## src/rtl/fifo_fwft_pkg.sv

```systemverilog
// rtl/fifo_fwft_pkg.sv - shared constants, types and width helper for the FWFT read adapter
package fifo_fwft_pkg;

    localparam int RD_LAT_NO_OREG  = 1;
    localparam int RD_LAT_OREG     = 2;
    localparam int FWFT_DATA_WIDTH = 8;

    typedef logic [FWFT_DATA_WIDTH-1:0] data_t;

    // Bits needed to hold values 0..n-1, never less than one.
    function automatic int cnt_width(input int n);
        return (n <= 2) ? 1 : $clog2(n);
    endfunction

endpackage

```

## src/rtl/fifo_fwft_skid_buf.sv

```systemverilog
// rtl/fifo_fwft_skid_buf.sv - circular skid buffer with level counter and registered head word
module fifo_fwft_skid_buf
    import fifo_fwft_pkg::*;
#(
    parameter int DATA_WIDTH = FWFT_DATA_WIDTH,
    parameter int DEPTH      = 2,
    parameter int LVL_W      = cnt_width(DEPTH + 1)
) (
    input  logic                  clk,
    input  logic                  rst_n,
    input  logic                  wr_en,
    input  logic [DATA_WIDTH-1:0] wr_data,
    input  logic                  rd_en,
    output logic [DATA_WIDTH-1:0] rd_data,
    output logic [LVL_W-1:0]      level
);

    localparam int PTR_W = cnt_width(DEPTH);

    logic [DATA_WIDTH-1:0] mem [DEPTH];
    logic [PTR_W-1:0]      wr_ptr;
    logic [PTR_W-1:0]      rd_ptr;
    logic [PTR_W-1:0]      rd_ptr_nxt;
    logic [LVL_W-1:0]      level_nxt;

    function automatic logic [PTR_W-1:0] ptr_inc(input logic [PTR_W-1:0] p);
        return (p == PTR_W'(DEPTH - 1)) ? '0 : p + 1'b1;
    endfunction

    always_comb begin
        rd_ptr_nxt = rd_en ? ptr_inc(rd_ptr) : rd_ptr;
        level_nxt  = level + LVL_W'(wr_en) - LVL_W'(rd_en);
    end

    always_ff @(posedge clk) begin
        if (wr_en) begin
            mem[wr_ptr] <= wr_data;
        end
    end

    always_ff @(posedge clk or negedge rst_n) begin
        if (!rst_n) begin
            wr_ptr  <= '0;
            rd_ptr  <= '0;
            level   <= '0;
            rd_data <= '0;
        end else begin
            if (wr_en) begin
                wr_ptr <= ptr_inc(wr_ptr);
            end
            rd_ptr <= rd_ptr_nxt;
            level  <= level_nxt;
            // Head must be valid in the same cycle level goes non-zero, so bypass the word being written.
            if (level_nxt != '0) begin
                rd_data <= (wr_en && (wr_ptr == rd_ptr_nxt)) ? wr_data : mem[rd_ptr_nxt];
            end
        end
    end

    overflow_chk : assert property (@(posedge clk) disable iff (!rst_n)
        !(wr_en && !rd_en && (level == LVL_W'(DEPTH))));

endmodule

```

## src/rtl/fifo_fwft_rd_adapter.sv

```systemverilog
// rtl/fifo_fwft_rd_adapter.sv - FIFO read port to FWFT valid/ready stream; optional FWFT_WORD_CNT_EN adds word_cnt
module fifo_fwft_rd_adapter
    import fifo_fwft_pkg::*;
#(
    parameter int DATA_WIDTH = FWFT_DATA_WIDTH,
    parameter int RD_LATENCY = RD_LAT_NO_OREG,
    parameter int BUF_DEPTH  = RD_LATENCY + 1
) (
    input  logic                                rd_clk,
    input  logic                                rd_rst_n,
    output logic                                fifo_rd_en,
    output logic                                fifo_rd_oce,
    input  logic                                fifo_rd_empty,
    input  logic [DATA_WIDTH-1:0]               fifo_rd_data,
    output logic                                m_valid,
    input  logic                                m_ready,
    output logic [DATA_WIDTH-1:0]               m_data,
    output logic [cnt_width(BUF_DEPTH+1)-1:0]   buf_level
`ifdef FWFT_WORD_CNT_EN
    ,
    output logic [31:0]                         word_cnt
`endif
);

    logic [RD_LATENCY-1:0] vpipe;
    logic                  pop;
    logic                  capture;
    int                    inflight;

    assign pop         = m_valid & m_ready;
    assign capture     = vpipe[RD_LATENCY-1];
    assign m_valid     = (buf_level != '0);
    assign fifo_rd_oce = 1'b1;

    // Credit check: buffered + in-flight words, less the one leaving now, must leave room for a new issue.
    always_comb begin
        inflight = 0;
        for (int k = 0; k < RD_LATENCY; k++) begin
            inflight = inflight + int'(vpipe[k]);
        end
        fifo_rd_en = !fifo_rd_empty &&
                     ((int'(buf_level) + inflight - int'(pop)) < BUF_DEPTH);
    end

    always_ff @(posedge rd_clk or negedge rd_rst_n) begin
        if (!rd_rst_n) begin
            vpipe <= '0;
        end else begin
            vpipe <= (vpipe << 1) | RD_LATENCY'(fifo_rd_en);
        end
    end

    fifo_fwft_skid_buf #(
        .DATA_WIDTH (DATA_WIDTH),
        .DEPTH      (BUF_DEPTH),
        .LVL_W      (cnt_width(BUF_DEPTH+1))
    ) u_skid_buf (
        .clk     (rd_clk),
        .rst_n   (rd_rst_n),
        .wr_en   (capture),
        .wr_data (fifo_rd_data),
        .rd_en   (pop),
        .rd_data (m_data),
        .level   (buf_level)
    );

`ifdef FWFT_WORD_CNT_EN
    logic [31:0] word_cnt_q;

    always_ff @(posedge rd_clk or negedge rd_rst_n) begin
        if (!rd_rst_n) begin
            word_cnt_q <= '0;
        end else if (pop) begin
            word_cnt_q <= word_cnt_q + 32'd1;
        end
    end

    assign word_cnt = word_cnt_q;
`endif

endmodule

```

## config.mk

```make
export PLATFORM = sky130hd
export DESIGN_NAME = fifo_fwft_rd_adapter
export DESIGN_NICKNAME = d
export VERILOG_FILES = /design/src/rtl/fifo_fwft_pkg.sv /design/src/rtl/fifo_fwft_skid_buf.sv /design/src/rtl/fifo_fwft_rd_adapter.sv
export SDC_FILE = /design/constraint.sdc
export NUM_CORES = 1
export LEC_CHECK = 0
export ABC_AREA = 1
export CAP_MARGIN = 15
export CORE_ASPECT_RATIO = 1.75
export CORE_MARGIN = 2
export CORE_UTILIZATION = 56
export DETAILED_ROUTE_END_ITERATION = 12
export GPL_TIMING_DRIVEN = 0
export PLACE_DENSITY = 0.84
export SYNTH_ARGS = -nofsm -noshare
export SYNTH_HDL_FRONTEND = slang
export SYNTH_SLANG_ARGS = --single-unit
export TNS_END_PERCENT = 100
```

## constraint.sdc

```tcl
create_clock -name rd_clk -period 5.75 [get_ports rd_clk]
set_clock_uncertainty 0.15 [all_clocks]
set_input_delay 0.575 -clock rd_clk [delete_from_list [all_inputs] [get_ports rd_clk]]
set_output_delay 0.575 -clock rd_clk [all_outputs]
set_load 0.005 [all_outputs]
```

=== After elaboration in Yosys (flattened, before gate mapping) ===
Memory sizes are Yosys's and may differ from the RTL's. A register that Yosys moved wholly into a read port is not among the register bits.
Index checks and enable logic that the tools add are counted.

* $lt $le $gt $ge: 1
* $add $sub $neg: 6
* Reduce and logical (&&, ||, !) cells: 5
* Bitwise logic cells: 1
* Multiplexer cells: 5

{| class="wikitable"
|+ Operators by type and width
! operator !! count
|-
| $mux 1 || 5
|-
| $lt 4x3->1 const B || 1
|-
| $reduce_bool 2->1 || 2
|-
| $sub 3x1->4 || 1
|-
| $add 2x1->3 || 1
|-
| $add 1x1->1 const B || 2
|-
| $add 2x1->2 || 1
|-
| $logic_not 1->1 || 2
|-
| $sub 2x1->2 || 1
|-
| $and 1x1->1 || 1
|-
| $logic_and 1x1->1 || 1
|}

* Register bits: 5
* Output and inout port bits: 13
* Logic and storage cells: 23
* Input bits: 12
* Memories kept: 1
* Memory bits (writable): 16

{| class="wikitable"
|+ Memories
! name !! depth !! bits a word !! rd ports !! clocked after memory_dff !! wr ports !! line !! text
|-
| u_skid_buf.mem || 2 || 8 || 1 || 1 || 1 || fifo_fwft_skid_buf.sv:20 || <nowiki>logic [DATA_WIDTH-1:0] mem [DEPTH];</nowiki>
|}

=== Longest topological paths before layout ===
* Depth after elaboration: 5
* Mapped depth: 12
* Depth with buffers taken out: 12

=== Cells and area by module ===
From an unflattened synthesis, not the netlist that was laid out.

* Cell total of the unflattened synthesis: 154
* Area total of the unflattened synthesis: 1,500.2 um^2

{| class="wikitable"
|+ By module, submodules not included
! module !! cells each !! times used !! area each (um^2) !! seq. area each (um^2)
|-
| fifo_fwft_skid_buf || 132 || 1 || 1,353.8 || 780.7
|-
| fifo_fwft_rd_adapter || 22 || 1 || 146.4 || 25.0
|}

=== Least setup slack after synthesis ===
No wires, ideal clock.

* Path type: register to output
* Start point: register u_skid_buf.level[1]
* End point: output fifo_rd_en
* Cell stages (with the launch flop): 12
* Path buffers: 0
* Data required time: 5,025 ps
* Slack: 2,939 ps
* Arrival time: 2,086 ps
* Cells stage by stage: dfrtp_1 o21ai_2 inv_1 ha_1 inv_1 ha_1 inv_1 fa_1 inv_1 a21oi_1 o21ai_0 a21oi_1

* Word-level cells in the longest chain between the ends: 5
* Elaborated cells between the ends (all ways): 6
* Classes of those cells: add/sub (2); order compare (1); bitwise (1); reduce/logical (2)

{| class="wikitable"
|+ Ends and longest elaborated chain
! what !! line !! text
|-
| start, declared || fifo_fwft_skid_buf.sv:15 || <nowiki>output logic [LVL_W-1:0] level</nowiki>
|-
| start signal, assigned || fifo_fwft_skid_buf.sv:52 || <nowiki>level <= level_nxt;</nowiki>
|-
| branches (longest 2 deep; another with $add 2x1->3) || n/a ||
|-
| $sub 3x1->4 (*) || fifo_fwft_rd_adapter.sv:42 || <nowiki>((int'(buf_level) + inflight - int'(pop)) < BUF_DEPTH);</nowiki>
|-
| $lt 4x3->1 (*) || fifo_fwft_rd_adapter.sv:42 ||
|-
| $logic_and 1x1->1 (*) || fifo_fwft_rd_adapter.sv:41 || <nowiki>fifo_rd_en = !fifo_rd_empty &&</nowiki>
|-
| end, declared || fifo_fwft_rd_adapter.sv:11 || <nowiki>output logic fifo_rd_en,</nowiki>
|}

Mark *: on every way between the ends.

=== Final worst setup path ===
* Start point: input m_ready
* End point: output fifo_rd_en

* Word-level cells in the longest chain between the ends: 4

{| class="wikitable"
|+ Ends and longest elaborated chain
! what !! line !! text
|-
| start, declared || fifo_fwft_rd_adapter.sv:16 || <nowiki>input logic m_ready,</nowiki>
|-
| $and 1x1->1 || fifo_fwft_rd_adapter.sv:30 || <nowiki>assign pop = m_valid & m_ready;</nowiki>
|-
| $sub 3x1->4 || fifo_fwft_rd_adapter.sv:42 ||
|-
| $lt 4x3->1 || fifo_fwft_rd_adapter.sv:42 ||
|-
| $logic_and 1x1->1 || fifo_fwft_rd_adapter.sv:41 ||
|}

Every way passes these cells.

==> flow_metrics.py <==
metrics = {
    "status": {
        "outcome": "completed",
    },
    "critical_path": {
        "cp.required_ns": 5.03,
        "worstSetupPathType": "primary input to output pin",
        "cp-start-kind": "primary input",
        "crit_fanout": 3,
        "crit_chain": "clkdlybuf4s50_1 -> o21ai_2 -> inv_1 -> ha_1 -> inv_1 -> ha_1 -> inv_1 -> fa_1 -> inv_1 -> a21oi_1 -> o21ai_0 -> a21oi_1 -> clkdlybuf4s50_1",
        "crit_buf_inv": 6,
        "crit_slowest_cell": "clkdlybuf4s50_1",
        "max_stage_delay_ns": 0.54,
        "critPathCaptureType": "output pin",
        "crit_family": "buffers and inverters",
        "worst_path_most_repeated_cell": "inv_1",
        "arrival_ns": 3.30,
    },
    "run": {
        "drv_cap": 0,
    },
    "detailed_routing": {
        "first_iter_violations": 8,
        "drt-pass1-iter-count": 4,
        "vias": 1069,
        "drc": 0,
        "routedWlPerCell_um": 11.7,
        "detail-route-antenna-nets": 0,
        "via_per_inst": 4.95,
        "wirelength_um": 2520,
    },
    "logic_synthesis": {
        "synth_top_family_by_area": "simple AND/OR/NAND/NOR gates",
        "synth-xor-area-share_pct": 0.602,
        "synth_cells": 159,
        "yosysWarnings": 0,
        "ys_types": 21,
        "async_flop_share_pct": 44.8,
        "synthMuxAreaShare_pct": 0,
        "synth_sequential_area_ratio_pct": 55.4,
        "synth.cell_area_um2": 1450,
        "synth-simple-area-share_pct": 27.4,
        "synth-compound-area-share_pct": 1.64,
        "synthAdderAreaFrac_pct": 4.82,
        "synth_ff_type": "edfxtp_1",
        "avgSynthCellArea_um2": 9.14,
        "ys_ff_latch": 29,
        "synth_nets": 176,
        "synth_edf_count": 16,
    },
    "grt": {
        "grt_pass1_vias": 1041,
        "antenna_found_initial": 0,
        "grt_util_all_layers_pct": 19.8,
        "grt_pass1_wl_um": 4410,
        "globalRoute.totalOverflow": 0,
        "grt_max_degree": 14,
    },
    "floorplan": {
        "initial_utilization_pct": 58.3,
        "design.core.area_um2": 2490,
        "fp.dieH_um": 71.4,
        "die_x_um": 42.5,
        "ioPinCount": 25,
        "die_area_um2": 3040,
        "rows": 24,
    },
    "placement": {
        "dp_slack_ns": 1.71,
        "gp_congestion": 0.732,
        "port_buffers": 23,
        "dpl.hpwl_um": 2020,
    },
    "timing": {
        "slew_viol_final": 0,
        "setup_tns_ns": 0,
        "finalHoldViolCount": 0,
        "slew-limit-headroom_pct": 54.3,
        "rsz0062_at_grt": "no",
        "setup_viol": 0,
        "fin_crit_sh_pct": 70.0,
        "min_period_ns": 4.02,
        "fin_ws_ns": 1.73,
        "worst_slew_pin_slew_ns": 0.683,
        "fmax_ghz": 0.249,
    },
    "power": {
        "internal_power_uw": 629,
        "p_sw_uw": 401,
        "pwr-share-comb_pct": 47.7,
        "vdd_drop_max_uv": 270,
        "powerDensity_nw_per_um2": 565,
        "seqPwrFrac_pct": 33.0,
        "power_frac_clock_pct": 19.3,
        "swShare_pct": 39.0,
        "leakage_uw": 0.000906,
    },
    "clock_tree": {
        "clk_latency_ns": 0.28,
        "clock-sinks": 29,
        "cts_tree": "done",
        "hold_buffers": 0,
        "cts.path.max_buffers": 2,
        "postCtsResizedCells": 0,
        "htree_num_levels": 2,
        "path_clk_slew_ns": 0.06,
        "cts_root_buf": "clkbuf_8",
        "post_cts_buffers": 0,
        "cts_buffers": 5,
    },
    "finish": {
        "nNetsFinal": 206,
        "drive_above_1_share_pct": 11.1,
        "area_growth_pct": 25.4,
        "fillers": 197,
        "most-common-layout-cells": "nand2_1, inv_1, clkdlybuf4s50_1",
        "diodes": 0,
        "layout_commonest_cell": "nand2_1",
        "utilization_pct": 73.1,
    },
    "worst_hold_path": {
        "hp-class": "flop to flop",
    },
}
-- layout make-up --
class                      count  area, um^2  area share, %
tap                           26        32.5           1.78
clock inverter                 2        33.8           1.85
sequential                    29         806           44.2
timing repair buffer          23         230           12.6
buffer                         2        12.5          0.686
multi-input combinational     93         504           27.7
inverter                      35         131           7.21
clock buffer                   6        72.6           3.98
-- metal layers --
| metal | track usage, % | vias up | part of all wire (%) |
|---|---|---|---|
| met1 | 18.3 | 488 | 35 |
| met4 | 9.38 | 0 | 2.3 |
| met2 | 37.8 | 24 | 58 |
| met5 | 0 | - | 0 |
| li1 | - | 550 | - |
| met3 | 6.05 | 7 | 4.6 |
-- state kept, by name (all words and copies together), names as in the netlist --
name / count
u_skid_buf.mem: 16
u_skid_buf.level: 2
u_skid_buf.rd_data: 8
u_skid_buf.rd_ptr: 1
u_skid_buf.wr_ptr: 1
capture: 1
-- through the flow --
stage	total power (uW)	std cells	instance area (um^2)	hold slack, ns
after floorplan	656	159	1450	0.129
after global placement	812	208	1720	0.316
after detailed placement	839	208	1720	0.324
after CTS	1040	216	1820	0.340
after global routing	1130	216	1820	0.361
final	1030	216	1820	0.338
-- cell families after synthesis --
| group | after synthesis |
|---|---|
| other cells | 1 |
| buf+inv | 37 |
| compound gates | 4 |
| fa+ha+maj | 5 |
| flops | 29 |
| simple gates | 82 |
| xor+xnor | 1 |
-- Yosys cell counts (2+ instances only) --
master | instances | area (um^2)
nand3_4 | 2 | 35.0
a21oi_1 | 2 | 10.0
nand3_1 | 19 | 95.1
nand2_4 | 3 | 33.8
edfxtp_1 | 16 | 480
nand2_2 | 3 | 18.8
inv_1 | 33 | 124
ha_1 | 4 | 50.1
dfrtp_1 | 13 | 325
nand2_1 | 52 | 195
inv_2 | 2 | 7.51
-- worst reg2reg max path, stage by stage, from the launching register on --
cell and delay, ns:
dfrtp_1 0.44, o21ai_2 0.24, inv_1 0.07, ha_1 0.28
inv_1 0.06, ha_1 0.16, inv_1 0.06, fa_1 0.47
inv_1 0.07, nor2_2 0.28, inv_1 0.22, nand3_1 0.15
nand2_1 0.06
-- worst paths after layout --
check | from | end | slack (ns) | depth (start not counted)
max | m_ready | fifo_rd_en | 1.73 | 13
min | u_skid_buf.rd_data[6]$_DFFE_PN0P_ | u_skid_buf.rd_data[6]$_DFFE_PN0P_ | 0.34 | 2
max reg2reg | u_skid_buf.level[1]$_DFF_PN0_ | u_skid_buf.rd_data[5]$_DFFE_PN0P_ | 2.94 | 12
min reg2reg | u_skid_buf.rd_data[6]$_DFFE_PN0P_ | u_skid_buf.rd_data[6]$_DFFE_PN0P_ | 0.34 | 2
max in group asynchronous | rd_rst_n | u_skid_buf.rd_data[4]$_DFFE_PN0P_ | 4.57 | 1
min in group asynchronous | rd_rst_n | u_skid_buf.rd_data[1]$_DFFE_PN0P_ | 0.51 | 1
-- power groups by stage --
| stage | registers (uW) | logic (uW) | clock network (uW) |
|---|---|---|---|
| final | 340 | 491 | 199 |
| after global routing | 348 | 564 | 214 |
| after CTS | 340 | 500 | 203 |
| after detailed placement | 343 | 495 | 0 |
| after global placement | 340 | 472 | 0 |
| after floorplan | 340 | 316 | 0 |
Note: power is estimated with default switching activity, not from simulation.
